==> src/rtl/emu_step_transactor.sv <==
`default_nettype none
// ============================================================================
// Module      : emu_step_transactor
// Description : Host-byte to HLS-DUT co-emulation transactor. It drives the
//               DUT clock-enable in bursts of N cycles and captures DUT
//               output. Optional macro EMU_CYCLE_COUNT_EN adds a 32-bit
//               dut_ce pulse counter that is readable by the host.
// Revision    : 1.0 - initial release
// ============================================================================
module emu_step_transactor #(
    parameter int STIM_BYTES  = 2,
    parameter int OUT_BYTES   = 3,
    parameter int AW          = 3,
    parameter int AUTO_CAP    = 1,
    parameter int STOP_ON_VLD = 0
) (
    input  logic                    clk_emu,
    input  logic                    rst_emu_n,
    input  logic [7:0]              Din_emu,
    output logic [7:0]              Dout_emu,
    input  logic [AW-1:0]           Addr_emu,
    input  logic                    wr_emu,
    input  logic                    load_emu,
    input  logic                    get_emu,
    input  logic                    step_emu,
    output logic                    busy_emu,
    output logic                    vld_seen,
    output logic                    dut_ce,
    output logic [8*STIM_BYTES-1:0] dut_in,
    input  logic [8*OUT_BYTES-1:0]  dut_out,
    input  logic                    dut_vld
);

    typedef enum logic [1:0] {
        ST_IDLE  = 2'd0,
        ST_RUN   = 2'd1,
        ST_DRAIN = 2'd2
    } state_t;

    state_t                  state_q, state_d;
    logic [8:0]              cnt_q, cnt_d;
    logic [8*STIM_BYTES-1:0] stim_q, stim_d;
    logic [8*STIM_BYTES-1:0] dut_in_q, dut_in_d;
    logic [8*OUT_BYTES-1:0]  cap_q, cap_d;
    logic [7:0]              dout_q, dout_d;
    logic                    vld_seen_q, vld_seen_d;
    logic                    ce_prev_q;

    logic        busy;
    logic        cmd_load, cmd_get, cmd_step, cmd_wr;
    logic        auto_fire, stop_fire, ce;
    logic [31:0] addr_w;
    logic [7:0]  rd_byte;

    assign addr_w = 32'(Addr_emu);
    assign busy   = (state_q != ST_IDLE);

    // Commands that are ignored while busy do not mask lower-priority ones.
    assign cmd_load = load_emu && !busy;
    assign cmd_get  = get_emu && !cmd_load;
    assign cmd_step = step_emu && !busy && !load_emu && !get_emu;
    assign cmd_wr   = wr_emu && !busy && !load_emu && !get_emu && !step_emu;

    assign auto_fire = (AUTO_CAP != 0) && busy && dut_vld && ce_prev_q;
    // Early stop suppresses the enable in the capture cycle so the DUT does
    // not advance past the result it just flagged.
    assign stop_fire = (STOP_ON_VLD != 0) && auto_fire && (state_q == ST_RUN);
    assign ce        = (state_q == ST_RUN) && !stop_fire;

`ifdef EMU_CYCLE_COUNT_EN
    logic [31:0] cyc_q, cyc_d;
    logic [31:0] cyc_snap_q, cyc_snap_d;

    always_comb begin
        cyc_d      = cyc_q + 32'(ce);
        cyc_snap_d = cyc_snap_q;
        if (cmd_get) begin
            cyc_snap_d = cyc_q;
        end
    end

    always_ff @(posedge clk_emu or negedge rst_emu_n) begin
        if (!rst_emu_n) begin
            cyc_q      <= 32'd0;
            cyc_snap_q <= 32'd0;
        end else begin
            cyc_q      <= cyc_d;
            cyc_snap_q <= cyc_snap_d;
        end
    end
`endif

    always_comb begin
        rd_byte = 8'h00;
        for (int k = 0; k < OUT_BYTES; k++) begin
            if (addr_w == 32'(k)) begin
                rd_byte = cap_q[8*k +: 8];
            end
        end
`ifdef EMU_CYCLE_COUNT_EN
        for (int b = 0; b < 4; b++) begin
            if (addr_w == 32'(OUT_BYTES + b)) begin
                rd_byte = cyc_snap_q[8*b +: 8];
            end
        end
`endif
    end

    always_comb begin
        state_d    = state_q;
        cnt_d      = cnt_q;
        stim_d     = stim_q;
        dut_in_d   = dut_in_q;
        cap_d      = cap_q;
        dout_d     = dout_q;
        vld_seen_d = vld_seen_q;

        case (state_q)
            ST_IDLE: begin
                if (cmd_step) begin
                    cnt_d      = (Din_emu == 8'd0) ? 9'd256 : {1'b0, Din_emu};
                    vld_seen_d = 1'b0;
                    state_d    = ST_RUN;
                end
            end
            ST_RUN: begin
                cnt_d = cnt_q - 9'd1;
                if (stop_fire || (cnt_q == 9'd1)) begin
                    state_d = ST_DRAIN;
                end
            end
            ST_DRAIN: begin
                state_d = ST_IDLE;
            end
            default: begin
                state_d = ST_IDLE;
            end
        endcase

        if (auto_fire) begin
            cap_d      = dut_out;
            vld_seen_d = 1'b1;
        end
        if (cmd_get) begin
            cap_d = dut_out;
        end
        if (cmd_load) begin
            dut_in_d = stim_q;
        end
        if (cmd_wr) begin
            for (int k = 0; k < STIM_BYTES; k++) begin
                if (addr_w == 32'(k)) begin
                    stim_d[8*k +: 8] = Din_emu;
                end
            end
        end
        if (!load_emu && !get_emu) begin
            dout_d = rd_byte;
        end
    end

    always_ff @(posedge clk_emu or negedge rst_emu_n) begin
        if (!rst_emu_n) begin
            state_q    <= ST_IDLE;
            cnt_q      <= 9'd0;
            stim_q     <= '0;
            dut_in_q   <= '0;
            cap_q      <= '0;
            dout_q     <= 8'h00;
            vld_seen_q <= 1'b0;
            ce_prev_q  <= 1'b0;
        end else begin
            state_q    <= state_d;
            cnt_q      <= cnt_d;
            stim_q     <= stim_d;
            dut_in_q   <= dut_in_d;
            cap_q      <= cap_d;
            dout_q     <= dout_d;
            vld_seen_q <= vld_seen_d;
            ce_prev_q  <= ce;
        end
    end

    assign Dout_emu = dout_q;
    assign busy_emu = busy;
    assign vld_seen = vld_seen_q;
    assign dut_ce   = ce;
    assign dut_in   = dut_in_q;

endmodule
`default_nettype wire

==> config.mk <==
export PLATFORM = sky130hd
export DESIGN_NAME = emu_step_transactor
export DESIGN_NICKNAME = d
export VERILOG_FILES = /design/src/rtl/emu_step_transactor.sv
export SDC_FILE = /design/constraint.sdc
export NUM_CORES = 1
export LEC_CHECK = 0
export CAP_MARGIN = 10
export CORE_AREA = 3 3 60 117
export DETAILED_ROUTE_END_ITERATION = 10
export DIE_AREA = 0 0 63 120
export MAX_ROUTING_LAYER = met4
export PLACE_DENSITY = 0.89
export SYNTH_ARGS = -nofsm -noshare
export SYNTH_HDL_FRONTEND = slang
export SYNTH_SLANG_ARGS = --single-unit
==> constraint.sdc <==
create_clock -name clk_emu -period 4.3 [get_ports clk_emu]
set_clock_uncertainty 0.05 [all_clocks]
set_input_delay 1.29 -clock clk_emu [delete_from_list [all_inputs] [get_ports clk_emu]]
set_output_delay 1.29 -clock clk_emu [all_outputs]
set_load 0.02 [all_outputs]
Word-level counts from Yosys, hierarchy flattened --
Index checks and enable logic that the tools add are counted.
Storage, ports and cells: register bits after elaboration 77, bits of input ports 42, output and inout bits 27
Cells by class: add/subtract/negate cells 1, eq/ne operators 6, multiplexer cells 14, reductions and logical operators 30
Operator list (number):
- 24-bit two-way mux | 2
- 32-bit logical NOT | 1
- 8-bit two-way mux | 3
- 9-bit two-way mux | 2
- 9-bit one-hot mux with 2 select lines | 1
- 1-bit logical AND | 12
- 2-bit AND reduction | 5
- 2-bit nonzero test | 5
- 9-bit by 1-bit equality test with 1-bit output (second input constant) | 1
- 9-bit by 1-bit subtractor with 9-bit output (second input constant) | 1
- 8-bit logical NOT | 1
- 1-bit logical NOT | 5
- 2-bit two-way mux | 2
- 2-bit one-hot mux with 2 select lines | 1
- 3-bit by 1-bit equality test with 1-bit output (second input constant) | 1
- 3-bit by 2-bit equality test with 1-bit output (second input constant) | 1
- 1-bit two-way mux | 3
- 2-bit by 1-bit equality test with 1-bit output (second input constant) | 1
- 2-bit logical NOT | 1
- 2-bit by 1-bit != test with 1-bit output (second input constant) | 1
- 2-bit != test (second input constant) | 1

Longest topological paths before layout --
word-level depth 8, mapped depth 7, depth with buffers taken out 5

Worst setup path before layout --
No wires, ideal clock.
path type input to register, from input load_emu, to register stim_q[10], arrival 2.842 ns, slack 1.283 ns, stages on the path 6, buffers on the path 2, cells stage by stage or2_1 > buf_6 > or3_4 > or4_1 > buf_6 > mux2_4
On the way: cells in the longest elaborated chain, start to end 5
RTL lines:
- start: declaration | RTL line 23 | input logic load_emu,
- 1-bit logical NOT | RTL line 62 | assign cmd_wr = wr_emu && !busy && !load_emu && !get_emu && !step_emu;
- 1-bit logical AND (3 in series) | RTL line 62
- 2-bit AND reduction (no source line)
- end signal: assignment | RTL line 175 | stim_q <= stim_d;
- end: declaration | RTL line 42 | logic [8*STIM_BYTES-1:0] stim_q, stim_d;
No other way between the ends. A chain may end at the register's enable or synchronous reset.

Worst setup path after layout --
from register state_q[1], to output dut_ce
On the way: cells in the longest elaborated chain, start to end 1
RTL lines:
- start: declaration | RTL line 40 | state_t state_q, state_d;
- start signal: assignment | RTL line 173 | state_q <= state_d;
- 2-bit by 1-bit equality test with 1-bit output | RTL line 68 | assign ce = (state_q == ST_RUN) && !stop_fire;
- end: declaration | RTL line 28 | output logic dut_ce,
No other way between the ends.

==> results_tabular.tex <==
\begin{tabular}{lr}
\hline
Metric & Value \\
\hline
\multicolumn{2}{l}{\textbf{Status}} \\
\quad Outcome & completed \\
\multicolumn{2}{l}{\textbf{Critical path}} \\
\quad Crit path largest cell delay & about 690 ps \\
\quad Max stage delay cell, worst path & sky130\_fd\_sc\_hd\_\_clkdlybuf4s50\_1 \\
\quad Crit. End Element & output pin \\
\quad Worst setup path category & reg -> out \\
\quad Data required, critical path & a little under 3000 ps \\
\quad Data arrival, critical path & approximately 2200 ps \\
\quad CP startpoint kind & flip-flop \\
\quad List of cells traversed by the critical path & nand2b\_1 -> inv\_1 -> clkdlybuf4s50\_1 \\
\quad Largest delay share family, worst path & buffers and inverters \\
\quad Max Fanout on Critical Path & 14 \\
\quad WP buf/inv & 2 \\
\multicolumn{2}{l}{\textbf{Logic synthesis}} \\
\quad Dominant combinational cell family by area after synthesis & multiplexers \\
\quad Fraction of the mapped netlist area in adder cells & 0.7468\% \\
\quad Post-synthesis sequential element count & 77 \\
\quad Post-synthesis net count & roughly 300 \\
\quad Most instantiated flip-flop cell in the synthesis netlist & sky130\_fd\_sc\_hd\_\_dfrtp\_1 \\
\quad Fraction of registers with async set or reset after synthesis & 100.0\% \\
\quad Number of enable-type register cells in the synthesized netlist & 0 \\
\quad Xor/xnor cell area share of the yosys netlist & 0\% \\
\quad Number of warnings issued by yosys & 0 \\
\quad Count of distinct cell types in the synthesized netlist & 42 \\
\quad Cells after Synth & 255 \\
\quad Area fraction in compound gates after synthesis & 8.215\% \\
\quad Multiplexer fraction of the synthesized cell area & about 22\% \\
\quad Mean post-synth cell area & 13.14 um\^{}2 \\
\quad Sequential cell area fraction in the yosys report & 57.51\% \\
\quad Post-synthesis instance area & approximately 3400 um\^{}2 \\
\quad Simple-gate area share of the yosys netlist & 8.551\% \\
\multicolumn{2}{l}{\textbf{Routing}} \\
\quad First-pass DRT Iterations & 6 \\
\quad Total Routed Length & 7468 um \\
\quad Detailed-route vias per instance & 5.645 \\
\quad Routed wirelength normalized by instance count & 17.91 um \\
\quad Number of antenna-violating nets in the routed design & 0 \\
\quad Total vias in the final route & 2354 \\
\quad Post-detailed-route DRC marker count & 0 \\
\quad Initial detailed-routing violation count & approximately 130 \\
\multicolumn{2}{l}{\textbf{Global route}} \\
\quad Pin count of the biggest net entering global routing & 78 \\
\quad Via count of the first global-routing pass & 2478 \\
\quad Met3 Resource Use GR & 6.554\% \\
\quad Number of antenna violations at the first check in global routing & 0 \\
\quad Busiest metal layer after global routing & met2 \\
\quad Overall fraction of global-route tracks in use & 22.24\% \\
\quad Routing usage on met1 & between 20 and 25\% \\
\quad GR met2 Demand/Resource & 38.91\% \\
\quad Total congestion overflow after global routing & 0 \\
\quad Global-route wire length before repair & 12230 um \\
\multicolumn{2}{l}{\textbf{Clocking}} \\
\quad Number of buffers inserted by hold repair at cts & 0 \\
\quad Sinks on Clock Net & 77 \\
\quad Clock Latency Late Sink & roughly 330 ps \\
\quad CTS tree & built \\
\quad Total clock buffers created by CTS & 9 \\
\quad Clock buffer depth & 2 \\
\quad Number of cells upsized or downsized after cts & 0 \\
\quad CTS clk-pin slew, worst paths & about 60 ps \\
\quad Clock Tree Root & sky130\_fd\_sc\_hd\_\_clkbuf\_16 \\
\quad Post-CTS setup buffer count & 0 \\
\quad H-tree depth & 3 \\
\multicolumn{2}{l}{\textbf{Layout}} \\
\quad Fraction of final layout cells with drive strength greater than 1 & a little under a quarter \\
\quad Final Core Density & 69.44\% \\
\quad Final std cells w/o fill & between 400 and 500 \\
\quad Layout-stage area growth over the synthesis result & 30.77\% \\
\quad NumNets Final & 370 \\
\quad Antenna Diode Count & 0 \\
\quad Post-route cell area & 4382 um\^{}2 \\
\multicolumn{2}{l}{\textbf{Pwr}} \\
\quad Total leakage power & 1.963 nW \\
\quad IR drop worst, VDD & between 0.2 and 0.3 mV \\
\quad Power density normalized to cell area & 567.6 nW/um\^{}2 \\
\quad Overall power & 2.487 mW \\
\multicolumn{2}{l}{\textbf{Timing}} \\
\quad Unrepaired setup endpoints after global routing & no \\
\quad Maximum achievable frequency & 286.0 MHz \\
\quad Post-route minimum period & 3496 ps \\
\quad Final hold viol count & 0 \\
\quad Max-slew violations & 0 \\
\quad Finish-stage setup viols & 0 \\
\quad Sum of negative setup slack & 0 ps \\
\quad Worst max-slew margin expressed relative to the limit & between 30 and 40\% \\
\quad Worst-margin pin slew & 935.7 ps \\
\quad Period utilisation layout & 81.30\% \\
\multicolumn{2}{l}{\textbf{Floorplanning}} \\
\quad Top-level port count & 69 \\
\quad Vertical extent of the die & 120 um \\
\quad Std-Cell Rows & 41 \\
\quad Die width & 63 um \\
\quad Initial standard-cell utilization of the core & roughly 53\% \\
\quad Placeable core area & 6310 um\^{}2 \\
\quad Area enclosed by the die boundary & 7560 um\^{}2 \\
\multicolumn{2}{l}{\textbf{Hold path}} \\
\quad Hold Crit Class & reg -> reg \\
\multicolumn{2}{l}{\textbf{Run}} \\
\quad Max-cap violations & 0 \\
\multicolumn{2}{l}{\textbf{Place}} \\
\quad Half-perimeter wire length after detailed placement & 5388 um \\
\quad Total cell area at the placement stage & 4109 um\^{}2 \\
\quad Weighted congestion reported at the end of routability-driven placement & approximately 0.84 \\
\quad Number of placed instances, taps included & 401 \\
\quad Count of buffers inserted at the top-level ports & 68 \\
\hline
\end{tabular}
power by group:
| group | internal, mW | switching [mW] | leakage, nW |
|---|---|---|---|
| Clock | 0.422 | 0.275 | 0.134 |
| Combinational | 0.385 | 0.372 | 0.852 |
| Sequential | 0.908 | 0.124 | 0.976 |
routing by layer:
metal / up-vias / share of wire [%]
met2: 101 / 56
met5: - / 0
li1: 1057 / -
met3: 23 / 5.9
met1: 1173 / 34
met4: 0 / 3.6
sequential cells by signal (all words and copies together) (netlist names):
| signal | count |
|---|---|
| Dout_emu | 8 |
| cap_q | 24 |
| ce_prev_q | 1 |
| cnt_q | 9 |
| dut_in | 16 |
| state_q | 2 |
| stim_q | 16 |
| vld_seen | 1 |
worst paths after layout:
path,cells past startpoint,from,end,slack (ps)
max in group asynchronous,1,rst_emu_n,cap_q[14]$_DFFE_PN0P_,2550
setup / recovery,3,state_q[1]$_DFFE_PN0P_,dut_ce,800
min in group asynchronous,1,rst_emu_n,cnt_q[3]$_DFFE_PN0P_,1030
hold / removal,1,dut_in[10]$_DFFE_PN0P_,dut_in[10]$_DFFE_PN0P_,450
setup reg to reg,4,cnt_q[2]$_DFFE_PN0P_,cnt_q[8]$_DFFE_PN0P_,2100
hold reg to reg,1,dut_in[10]$_DFFE_PN0P_,dut_in[10]$_DFFE_PN0P_,450
cell usage in the layout (no fill, tap or decap), drive strengths merged, types with 2 or more instances in the layout:
master | netlist | final
a211oi | 2 | 2
nor3b | 2 | 2
o21ai | 11 | 11
buf | 3 | 4
inv | 8 | 8
mux2 | 56 | 56
nand2b | 2 | 2
a21oi | 7 | 7
nand3 | 4 | 4
a22o | 8 | 8
a31oi | 2 | 2
ha | 2 | 2
nor2 | 14 | 14
nor4 | 4 | 4
clkdlybuf4s50 | 0 | 67
a311oi | 2 | 2
clkbuf | 8 | 15
nand2 | 14 | 14
mux2i | 9 | 9
dfrtp | 77 | 77
synthesized netlist by cell type, types with 2 or more instances:
master,instances,share of area (%)
sky130_fd_sc_hd__inv_1,8,0.90
sky130_fd_sc_hd__mux2i_1,9,2.7
sky130_fd_sc_hd__o21ai_0,11,1.6
sky130_fd_sc_hd__a31oi_1,2,0.37
sky130_fd_sc_hd__a22o_1,8,2.1
sky130_fd_sc_hd__nand2_1,14,1.6
sky130_fd_sc_hd__nor4_1,3,0.56
sky130_fd_sc_hd__nor3b_1,2,0.45
sky130_fd_sc_hd__a21oi_1,7,1.0
sky130_fd_sc_hd__buf_6,2,0.67
sky130_fd_sc_hd__ha_1,2,0.75
sky130_fd_sc_hd__clkbuf_1,8,0.90
sky130_fd_sc_hd__nand2b_1,2,0.37
sky130_fd_sc_hd__mux2_2,48,16
sky130_fd_sc_hd__dfrtp_1,77,58
sky130_fd_sc_hd__a311oi_1,2,0.52
sky130_fd_sc_hd__nor2_1,14,1.6
sky130_fd_sc_hd__a211oi_1,2,0.45
sky130_fd_sc_hd__nand3_1,4,0.60
sky130_fd_sc_hd__mux2_4,8,3.6
through the flow:
step	hold WS (ps)	setup WS [ps]
after detailed placement	444.7	495.3
after floorplan	425.0	1283
after CTS	457.0	816.3
after global placement	437.1	545.1
after global routing	473.1	723.8
final	451.8	803.9
cells by family (layout without fill, tap and decap cells):
family	count (synthesis)	after routing
compound gates	40	40
fa+ha+maj	2	2
buf+inv	19	95
flops	77	77
mux	65	65
simple gates	52	52
worst reg2reg max path: cells and delay by family, from the launching register on:
family	cells	cell delay [ps]
flops	1	440
simple gates	2	1200
compound gates	2	420
layout make-up:
type | count | area (um^2)
fill | 452 | 1928
timing repair buffer | 71 | 700.7
multi-input combinational | 159 | 1344
clock inverter | 1 | 5.005
sequential | 77 | 1927
clock buffer | 15 | 267.8
tap | 86 | 107.6
inverter | 8 | 30.03
No activity file was read; power rests on OpenSTA's default activity.
